### src/rtl/pll_rst_seq_if.sv
// pll_rst_seq_if -- signal bundle between the PLL reset sequencer and its user.
//   pll_lock  PLL lock flag, asynchronous to the block clock (user -> sequencer)
//   rst_out   core reset, active-high (sequencer -> user)
//   ready     high only while the sequencer is in RUN
//   loss_cnt  saturating count of lock-loss events
//   state_o   sequencer state: 0 HOLD, 1 WAIT, 2 RUN, 3 LOST
interface pll_rst_seq_if #(
    parameter int CNT_W = 8
);
    logic             pll_lock;
    logic             rst_out;
    logic             ready;
    logic [CNT_W-1:0] loss_cnt;
    logic [1:0]       state_o;

    // master drives the lock flag and observes the sequencer
    modport master (output pll_lock, input rst_out, ready, loss_cnt, state_o);
    // slave is the sequencer itself
    modport slave  (input pll_lock, output rst_out, ready, loss_cnt, state_o);
endinterface

### src/rtl/pll_rst_seq.sv
// pll_rst_seq -- reset sequencer running on the PLL output clock.
// Holds the core in reset until the synchronised lock flag has been high for
// STABLE_CYCLES consecutive cycles, releases a synchronously deasserted reset,
// and re-enters reset (counting the event) when lock drops for LOSS_FILTER
// consecutive cycles while running.
//   clki  PLL output clock (block clock)
//   rst   asynchronous reset, active-high
//   bus   pll_rst_seq_if.slave: pll_lock in; rst_out, ready, loss_cnt, state_o out
module pll_rst_seq #(
    parameter int SYNC_STAGES   = 2,
    parameter int STABLE_CYCLES = 1024,
    parameter int RST_HOLD      = 16,
    parameter int LOSS_FILTER   = 4,
    parameter int CNT_W         = 8
) (
    input  logic         clki,
    input  logic         rst,
    pll_rst_seq_if.slave bus
);
    localparam int HW = $clog2(RST_HOLD + 1);
    localparam int SW = $clog2(STABLE_CYCLES + 1);
    localparam int LW = $clog2(LOSS_FILTER + 1);
    localparam logic [HW-1:0] HOLD_LAST = HW'(RST_HOLD - 1);
    localparam logic [SW-1:0] STAB_LAST = SW'(STABLE_CYCLES - 1);
    localparam logic [LW-1:0] LOW_LAST  = LW'(LOSS_FILTER - 1);

    typedef enum logic [1:0] {HOLD = 2'd0, WAIT = 2'd1, RUN = 2'd2, LOST = 2'd3} state_t;

    state_t             state_q, state_d;
    logic [HW-1:0]      hold_q, hold_d;
    logic [SW-1:0]      stab_q, stab_d;
    logic [LW-1:0]      low_q, low_d;
    logic [CNT_W-1:0]   loss_q, loss_d;
    logic               rst_out_q, ready_q;
    logic [SYNC_STAGES-1:0] lock_sync;
    logic [SYNC_STAGES-1:0] rst_sync;
    logic               lock_s;
    logic               rst_ok;

    // lock_sync brings pll_lock into the clki domain. rst_sync samples the
    // falling edge of rst on clki: the FSM stays parked at the start of HOLD
    // until a 1 has walked through it, so the release latency is
    // SYNC_STAGES + RST_HOLD + STABLE_CYCLES from rst deassertion.
    always_ff @(posedge clki or posedge rst) begin
        if (rst) begin
            lock_sync <= '0;
            rst_sync  <= '0;
        end else begin
            lock_sync <= {lock_sync[SYNC_STAGES-2:0], bus.pll_lock};
            rst_sync  <= {rst_sync[SYNC_STAGES-2:0], 1'b1};
        end
    end

    assign lock_s = lock_sync[SYNC_STAGES-1];
    assign rst_ok = rst_sync[SYNC_STAGES-1];

    always_comb begin
        state_d = state_q;
        hold_d  = hold_q;
        stab_d  = stab_q;
        low_d   = low_q;
        loss_d  = loss_q;
        case (state_q)
            HOLD: begin
                if (rst_ok) begin
                    if (hold_q == HOLD_LAST) begin
                        state_d = WAIT;
                        hold_d  = '0;
                    end else begin
                        hold_d = hold_q + 1'b1;
                    end
                end
            end
            WAIT: begin
                // any low sample restarts the stability window
                if (!lock_s) begin
                    stab_d = '0;
                end else if (stab_q == STAB_LAST) begin
                    state_d = RUN;
                    stab_d  = '0;
                end else begin
                    stab_d = stab_q + 1'b1;
                end
            end
            RUN: begin
                if (lock_s) begin
                    low_d = '0;
                end else if (low_q == LOW_LAST) begin
                    state_d = LOST;
                    low_d   = '0;
                    if (loss_q != {CNT_W{1'b1}})
                        loss_d = loss_q + 1'b1;
                end else begin
                    low_d = low_q + 1'b1;
                end
            end
            LOST: begin
                state_d = HOLD;
                hold_d  = '0;
                stab_d  = '0;
                low_d   = '0;
            end
            default: state_d = HOLD;
        endcase
    end

    // rst_out/ready are registered from the next state so they change on the
    // same edge as the state itself.
    always_ff @(posedge clki or posedge rst) begin
        if (rst) begin
            state_q   <= HOLD;
            hold_q    <= '0;
            stab_q    <= '0;
            low_q     <= '0;
            loss_q    <= '0;
            rst_out_q <= 1'b1;
            ready_q   <= 1'b0;
        end else begin
            state_q   <= state_d;
            hold_q    <= hold_d;
            stab_q    <= stab_d;
            low_q     <= low_d;
            loss_q    <= loss_d;
            rst_out_q <= (state_d != RUN);
            ready_q   <= (state_d == RUN);
        end
    end

    assign bus.rst_out  = rst_out_q;
    assign bus.ready    = ready_q;
    assign bus.loss_cnt = loss_q;
    assign bus.state_o  = state_q;
endmodule

### src/flat_wrapper.sv
// flat-port wrapper written by rule: the top's interface ports become plain ports
module pll_rst_seq_flat 
#(
    parameter int SYNC_STAGES   = 2,
    parameter int STABLE_CYCLES = 1024,
    parameter int RST_HOLD      = 16,
    parameter int LOSS_FILTER   = 4,
    parameter int CNT_W         = 8
)
  (clki, rst, bus_pll_lock, bus_rst_out, bus_ready, bus_loss_cnt, bus_state_o);
  pll_rst_seq_if #(.CNT_W(CNT_W)) bus_i ();
  input  logic clki;
  input  logic rst;
  input wire logic [$bits(bus_i.pll_lock)-1:0] bus_pll_lock;
  output wire logic [$bits(bus_i.rst_out)-1:0] bus_rst_out;
  output wire logic [$bits(bus_i.ready)-1:0] bus_ready;
  output wire logic [$bits(bus_i.loss_cnt)-1:0] bus_loss_cnt;
  output wire logic [$bits(bus_i.state_o)-1:0] bus_state_o;
  assign bus_i.pll_lock = bus_pll_lock;
  assign bus_rst_out = bus_i.rst_out;
  assign bus_ready = bus_i.ready;
  assign bus_loss_cnt = bus_i.loss_cnt;
  assign bus_state_o = bus_i.state_o;
  pll_rst_seq #(.SYNC_STAGES(SYNC_STAGES), .STABLE_CYCLES(STABLE_CYCLES), .RST_HOLD(RST_HOLD), .LOSS_FILTER(LOSS_FILTER), .CNT_W(CNT_W)) u_core (.clki(clki), .rst(rst), .bus(bus_i));
endmodule
### config.mk
export PLATFORM = sky130hd
export DESIGN_NAME = pll_rst_seq_flat
export DESIGN_NICKNAME = d
export VERILOG_FILES = /design/src/rtl/pll_rst_seq_if.sv /design/src/rtl/pll_rst_seq.sv /design/src/flat_wrapper.sv
export SDC_FILE = /design/constraint.sdc
export NUM_CORES = 1
export LEC_CHECK = 0
export ABC_CLOCK_PERIOD_IN_PS = 2160
export CORE_MARGIN = 4
export CORE_UTILIZATION = 56
export CTS_CLUSTER_DIAMETER = 150
export CTS_CLUSTER_SIZE = 20
export DETAILED_ROUTE_END_ITERATION = 12
export PLACE_DENSITY_LB_ADDON = 0.25
export SYNTH_ARGS = -nofsm -noshare
export SYNTH_HDL_FRONTEND = slang
export SYNTH_SLANG_ARGS = --single-unit
export TNS_END_PERCENT = 30
### constraint.sdc
create_clock -name clki -period 2.16 [get_ports clki]
set_input_delay 0.648 -clock clki [delete_from_list [all_inputs] [get_ports clki]]
set_output_delay 0.648 -clock clki [all_outputs]
set_load 0.005 [all_outputs]
Word-level counts from Yosys, hierarchy flattened --
Cells that the tools add are included.
Word-level totals: register bits after elaboration 35, output and inout port bits 12
Cells by class: $add $sub $neg 4, equality and inequality tests 10, multiplexer cells 16, bitwise logic cells 1, reductions and logical operators 6
Operator list (count):
- two-way mux 11 bit | 2
- case mux 11 bit (2 select lines) | 1
- two-way mux 2 bit | 6
- adder 11 x 1 -> 11 bit (second input constant) | 1
- == test 11 x 10 -> 1 bit (second input constant) | 1
- two-way mux 5 bit | 2
- case mux 5 bit (2 select lines) | 1
- adder 8 x 1 -> 8 bit (second input constant) | 1
- inequality test 8 bit (second input constant) | 1
- case mux 2 bit (4 select lines) | 1
- == test 2 bit (second input constant) | 3
- two-way mux 3 bit | 2
- case mux 3 bit (2 select lines) | 1
- nonzero test 2 bit | 3
- adder 5 x 1 -> 5 bit (second input constant) | 1
- == test 5 x 4 -> 1 bit (second input constant) | 1
- AND reduction 4 bit | 1
- adder 3 x 1 -> 3 bit (second input constant) | 1
- == test 3 x 2 -> 1 bit (second input constant) | 1
- == test 2 x 1 -> 1 bit (second input constant) | 1
- logical NOT 2 bit | 1
- inequality test 2 x 1 -> 1 bit (second input constant) | 1
- inequality test 2 bit (second input constant) | 1
- AND reduction 2 bit | 1
- inverter 1 bit | 1

Depth between registers and ports, before layout --
Gate-level depths: netlist (run 1).
depth in word-level cells 5, gate-level depth with buffers 6, depth with buffers taken out 5

Least setup slack after synthesis (run 1) --
Ideal clock, no wire load.
path kind register to register, start point register u_core.state_q[0] (netlist: u_core.bus.state_o[0]), end point register u_core.loss_q[6] (netlist: u_core.bus.loss_cnt[6]), setup time 0.127 ns, data arrival time 1.643 ns, required time 2.033 ns, setup slack 0.390 ns, cell stages (with the launch flop) 6, clock period less this slack 1.770 ns, cells stage by stage dfrtp_1 -> buf_6 -> or3b_4 -> nor3_2 -> and3_1 -> mux2_1
Between the ends: longest elaborated chain between the ends 2
RTL lines:
- start, declared | RTL line pll_rst_seq.sv:29 | state_t state_q, state_d;
- start signal, assigned | RTL line pll_rst_seq.sv:119 | state_q <= state_d;
- == test 2 bit | RTL line pll_rst_seq.sv:63 | case (state_q)
- AND reduction 4 bit (no source line)
- end signal, assigned | RTL line pll_rst_seq.sv:123 | loss_q <= loss_d;
- end, declared | RTL line pll_rst_seq.sv:33 | logic [CNT_W-1:0] loss_q, loss_d;
No other way between the ends. A chain may end at the register's enable or synchronous reset.

Worst setup path in the final report (run 1) --
start point register u_core.loss_q[4] (netlist: u_core.bus.loss_cnt[4]), end point output port bus_loss_cnt[4]
RTL lines:
- end, declared | RTL line flat_wrapper.sv:17 | output wire logic [$bits(bus_i.loss_cnt)-1:0] bus_loss_cnt;
No word-level cell between the ends.

==> results of run 1 <==
## metal layers
| layer | track usage, % | share of wire (%) | wire length, µm | vias up |
|---|---|---|---|---|
| met4 | 7.55 | 1.6 | 54 | 0 |
| li1 | - | - | - | 668 |
| met2 | 28.2 | 48 | 1630 | 30 |
| met3 | 4.26 | 4.2 | 140 | 7 |
| met1 | 24.9 | 46 | 1550 | 657 |
| met5 | 0 | 0 | 0 | - |
## worst reg2reg max path, delay by kind of cell (launching register included)
| kind | cells | cell delay, ns |
|---|---|---|
| mux | 1 | 0.31 |
| simple gates | 3 | 0.93 |
| flops | 1 | 0.50 |
## per-stage QoR
step | util, % | power [µW] | hold slack, ns | instances
floorplan | - | 1060 | 0.331 | 175
global placement | 67.1 | 1140 | 0.335 | 219
detailed placement | 67.1 | 1160 | 0.335 | 219
CTS | 69.2 | 1530 | 0.357 | 227
global route | 69.2 | 1630 | 0.366 | 227
finish | 69.2 | 1520 | 0.356 | 227
## layout by cell type, fill, tap and decap left out, types with 3 or more instances in the layout
| cell type | synthesis | routed |
|---|---|---|
| nand2b_1 | 4 | 4 |
| a31oi_1 | 4 | 4 |
| mux2i_1 | 4 | 4 |
| nor2_1 | 5 | 5 |
| ha_1 | 4 | 4 |
| nand2_1 | 25 | 25 |
| mux2_1 | 3 | 3 |
| nand3_1 | 13 | 13 |
| inv_1 | 7 | 7 |
| dfrtp_1 | 34 | 33 |
| clkbuf_4 | 0 | 5 |
| and3_1 | 5 | 5 |
| nor3_1 | 4 | 4 |
| buf_4 | 0 | 5 |
| a21oi_1 | 9 | 9 |
| clkdlybuf4s50_1 | 0 | 14 |
| and4_1 | 3 | 3 |
| o21ai_0 | 14 | 14 |
## final timing paths
path | slack, ns | start | cells after the start | to
max in group asynchronous | 1.13 | rst | 3 | u_core.bus.rst_out
min in group asynchronous | 0.69 | rst | 3 | u_core.bus.loss_cnt[2]
worst min-delay path | 0.36 | u_core.lock_sync[0] | 0 | u_core.lock_sync[1]
worst max register to register | 0.32 | u_core.bus.state_o[0] | 4 | u_core.bus.loss_cnt[6]
worst min register to register | 0.36 | u_core.lock_sync[0] | 0 | u_core.lock_sync[1]
worst max-delay path | 0.14 | u_core.bus.loss_cnt[4] | 1 | bus_loss_cnt[4]
## power by group through the flow
| stage | Clock [µW] | Combinational [µW] | Sequential, µW |
|---|---|---|---|
| 4_1_cts | 381 | 321 | 828 |
| 6_report | 369 | 323 | 832 |
| 3_5_place_dp | 0 | 320 | 842 |
| 3_3_place_gp | 0 | 306 | 834 |
| 2_1_floorplan | 0 | 259 | 801 |
| 5_1_grt | 416 | 366 | 847 |
## area by class of cell
type,count,area [µm²],share of cell area [%]
clock inverters,1,5.00,0.253
multi-input cells,126,790,40.0
inverters,8,30.0,1.52
clock buffers,7,55.1,2.79
well taps,31,38.8,1.96
repair buffers,19,178,9.00
flip-flops and latches,35,878,44.5
## sequential cells by signal, indices dropped and copies added (netlist names)
register / count
u_core.hold_q: 5
u_core.bus.ready: 1
u_core.rst_sync: 2
u_core.stab_q: 11
u_core.bus.state_o: 2
u_core.bus.loss_cnt: 8
u_core.low_q: 3
u_core.bus.rst_out: 1
u_core.lock_sync: 2
## cells by family (layout without fill, tap and decap cells)
family                   Yosys count  after routing  share of synthesized area [%]
other                              1              1                          0.217
AO/OA/AOI/OAI                     39             39                           13.8
flip-flops                        35             35                           50.8
AND/OR/NAND/NOR                   72             72                           22.6
buffers and inverters             14             35                           3.55
adder cells (fa/ha/maj)            4              4                           2.90
multiplexers                       8              8                           5.14
XOR/XNOR                           2              2                           1.01
==> results.json, run 1 <==
{
  "status": "finished clean",
  "crit_buf_inv": 1,
  "io_pins": 15,
  "slew_viol_final": 0,
  "synth_nets": 182,
  "drt-total-wl_um": 3370,
  "synthTopCellsByCount": "dfrtp_1, nand2_1, o21ai_0",
  "synth-edff-count": 0,
  "gp_congestion": 0.866,
  "netlist_instances": 175,
  "antenna_cells": 0,
  "synth_flop_cell": "dfrtp_1",
  "setup_tns_ns": 0,
  "die-area_um2": 4040,
  "finalClockSkew_ns": 0.0103,
  "clockBufferDepth": 2,
  "numClockSinks": 35,
  "dp_slack_ns": 0.284,
  "cts_htree_levels": 2,
  "critPathKind": "flip-flop to output pin",
  "yosysMostFrequentCell": "dfrtp_1",
  "placement.io_buffers": 14,
  "rsz0062_at_grt": "false",
  "clkLatencyLatePin_ns": 0.34,
  "grt-ovfl-total": 0,
  "rows": 19,
  "post_cts.repair.setup_buffers": 0,
  "p_seq_share_pct": 54.6,
  "cts_made_buffers": 5,
  "fin_crit_sh_pct": 93.7,
  "cap_violations": 0,
  "root_buffer": "clkbuf_4",
  "syn_to_final_growth_pct": 14.3,
  "crit_fanout": 6,
  "power_leakage_uw": 0.000879,
  "p_int_uw": 1020,
  "crit_slowest_cell": "clkdlybuf4s50_1",
  "cts_resized": 0,
  "die_y_um": 63.5,
  "crit_arrival_ns": 1.38,
  "synth.distinct_cells": 45,
  "setup_slack_ns": 0.135,
  "async_flop_share_pct": 100,
  "vdd_drop_max_uv": 534,
  "ant_nets": 0,
  "synth_area_um2": 1730,
  "tritoncts": "built",
  "grt_pass1_wl_um": 5860,
  "yosysSeqAreaShare_pct": 50.8,
  "synth_seq_cells": 35,
  "synth_area_leaders": "dfrtp_1, nand2_1, o21ai_0, nand3_1, ha_1",
  "end_kind": "output pin",
  "initial_utilization_pct": 60.6,
  "detail_route.wl_per_cell_um": 14.8,
  "clk_pin_slew_worst_paths_ns": 0.11,
  "grt_pass1_vias": 1275,
  "fill_cells": 216,
  "grt_antenna_before_repair": 0,
  "drtIter0Drc": 102,
  "drc": 0,
  "grt_max_degree": 36,
  "yosys.area.top_type": "dfrtp_1",
  "clockPowerShare_pct": 24.2,
  "place_area_um2": 1910,
  "drtPass1Iterations": 4,
  "powerDensity_nw_per_um2": 771,
  "hold_path.class": "flip-flop to flip-flop",
  "max_freq_ghz": 0.494,
  "fin_nets": 202,
  "p_sw_uw": 502,
  "final_area_um2": 1970,
  "die_w_um": 63.5,
  "vias": 1362,
  "cts_hold_buf": 0,
  "core_um2": 2850,
  "crit_chain": "clkdlybuf4s50_1",
  "yosys_warnings": 0,
  "p_comb_share_pct": 21.2,
  "hpwl_um": 2350,
  "cpLargestDelayFamily": "buffers and inverters",
  "track_usage_pct": 18.3,
  "crit_path_max_incr_delay_ns": 0.57,
  "synth_top_area_share_pct": 49.2,
  "cp.required_ns": 1.51,
  "vias_per_cell": 6.00,
  "switching_share_pct": 33.0,
  "setup_viol": 0,
  "start_kind": "flip-flop",
  "drive_above_1_share_pct": 9.69,
  "min_period_ns": 2.02,
  "synth.avg_cell_area_um2": 9.87,
  "final_hold_viol_count": 0
}
(Power assumes the default switching activity.)
==> run 2: changes to the inputs <==
--- a/config.mk
+++ b/config.mk
@@ -11,7 +11,7 @@
 export CTS_CLUSTER_DIAMETER = 150
 export CTS_CLUSTER_SIZE = 20
 export DETAILED_ROUTE_END_ITERATION = 12
-export PLACE_DENSITY_LB_ADDON = 0.25
+export PLACE_DENSITY = 0.78
 export SYNTH_ARGS = -nofsm -noshare
 export SYNTH_HDL_FRONTEND = slang
 export SYNTH_SLANG_ARGS = --single-unit
==> results.json, run 2 (same netlist as run 1, synthesis figures left out) <==
{
  "power_leakage_uw": 0.000876,
  "status": "finished clean",
  "grt.busiest_layer": "met2",
  "detail_route.wl_per_cell_um": 14.3,
  "tritoncts": "built",
  "cts_resized": 0,
  "cts_made_buffers": 5,
  "largest_reg_flops": 11,
  "layout_common_cells": "dfrtp_1, nand2_1, o21ai_0, clkdlybuf4s50_1, nand3_1",
  "critPathKind": "flip-flop to output pin",
  "crit_arrival_ns": 1.38,
  "finalClockSkew_ns": 0.0122,
  "clockBufferDepth": 2,
  "setup_viol": 0,
  "drtIter0Drc": 79,
  "post_cts.repair.setup_buffers": 0,
  "ant_nets": 0,
  "crit_buf_inv": 1,
  "place_area_um2": 1910,
  "grt_max_degree": 36,
  "final_common_cell": "dfrtp_1",
  "track_usage_pct": 18.9,
  "hold_path.class": "flip-flop to flip-flop",
  "cts_hold_buf": 0,
  "die_w_um": 63.5,
  "grt_antenna_before_repair": 0,
  "max_freq_ghz": 0.493,
  "cts_htree_levels": 2,
  "cp.required_ns": 1.51,
  "gp_congestion": 0.871,
  "min_period_ns": 2.03,
  "rsz0062_at_grt": "false",
  "final_area_um2": 1960,
  "cap_violations": 0,
  "vdd_drop_max_uv": 505,
  "grt-ovfl-total": 0,
  "drive_above_1_share_pct": 9.23,
  "final_hold_viol_count": 0,
  "rows": 19,
  "hold_ws_ns": 0.357,
  "die-area_um2": 4040,
  "fin_nets": 201,
  "placement.io_buffers": 14,
  "syn_to_final_growth_pct": 13.3,
  "vias_per_cell": 5.87,
  "end_kind": "output pin",
  "drt-total-wl_um": 3230,
  "crit_path_max_incr_delay_ns": 0.56,
  "regMostFlops": "u_core.stab_q",
  "antenna_cells": 0,
  "setup_tns_ns": 0,
  "drtPass1Iterations": 4,
  "core_um2": 2850,
  "io_pins": 15,
  "numClockSinks": 35,
  "powerDensity_nw_per_um2": 760,
  "crit_slowest_cell": "clkdlybuf4s50_1",
  "clkLatencyLatePin_ns": 0.34,
  "fin_crit_sh_pct": 93.9,
  "grt_pass1_vias": 1305,
  "crit_fanout": 8,
  "slew_viol_final": 0,
  "initial_utilization_pct": 60.6,
  "cpLargestDelayFamily": "buffers and inverters",
  "hpwl_um": 2340,
  "grt_use_met3_pct": 6.04,
  "use_met1_pct": 24.4,
  "crit_chain": "clkdlybuf4s50_1",
  "clk_pin_slew_worst_paths_ns": 0.09,
  "setup_slack_ns": 0.131,
  "die_y_um": 63.5,
  "grt_pass1_wl_um": 5930,
  "vias": 1327,
  "dp_slack_ns": 0.347,
  "gr-usage-met2_pct": 28.9,
  "start_kind": "flip-flop",
  "root_buffer": "clkbuf_4",
  "drc": 0
}
run 2: area by class of cell:
cell class,count,area (µm²)
clock buffers,5,37.5
clock inverters,3,15.0
fillers,227,895
inverters,8,30.0
multi-input cells,126,790
flip-flops and latches,35,877
well taps,31,38.8
repair buffers,18,170
run 2: worst paths after layout:
check | slack, ns | endpoint | startpoint | depth (start not counted)
hold / removal | 0.36 | u_core.lock_sync[1] | u_core.lock_sync[0] | 0
setup / recovery | 0.13 | bus_state_o[0] | u_core.bus.state_o[0] | 1
hold reg to reg | 0.36 | u_core.lock_sync[1] | u_core.lock_sync[0] | 0
max in group asynchronous | 1.14 | u_core.bus.rst_out | rst | 3
min in group asynchronous | 0.70 | u_core.stab_q[10] | rst | 3
setup reg to reg | 0.35 | u_core.bus.loss_cnt[1] | u_core.bus.state_o[0] | 4
run 2: where the power goes:
part	total [µW]	internal, µW	switching [µW]
combinational	331	139	193
sequential	821	724	96.4
clock	336	121	215
total	1490	984	504
run 2: per-layer routing:
layer | vias to the layer above | part of all wire (%)
met5 | - | 0
met4 | 0 | 2.0
li1 | 668 | -
met3 | 6 | 4.3
met2 | 29 | 46
met1 | 624 | 48
run 2: metrics by stage:
| stage | instances | power, µW | utilization [%] |
|---|---|---|---|
| 6_report | 226 | 1490 | 68.6 |
| 5_1_grt | 226 | 1610 | 68.6 |
| 4_1_cts | 226 | 1510 | 68.6 |
| 3_5_place_dp | 218 | 1170 | 66.8 |
| 3_3_place_gp | 218 | 1140 | 66.8 |
| 2_1_floorplan | 175 | 1060 | - |
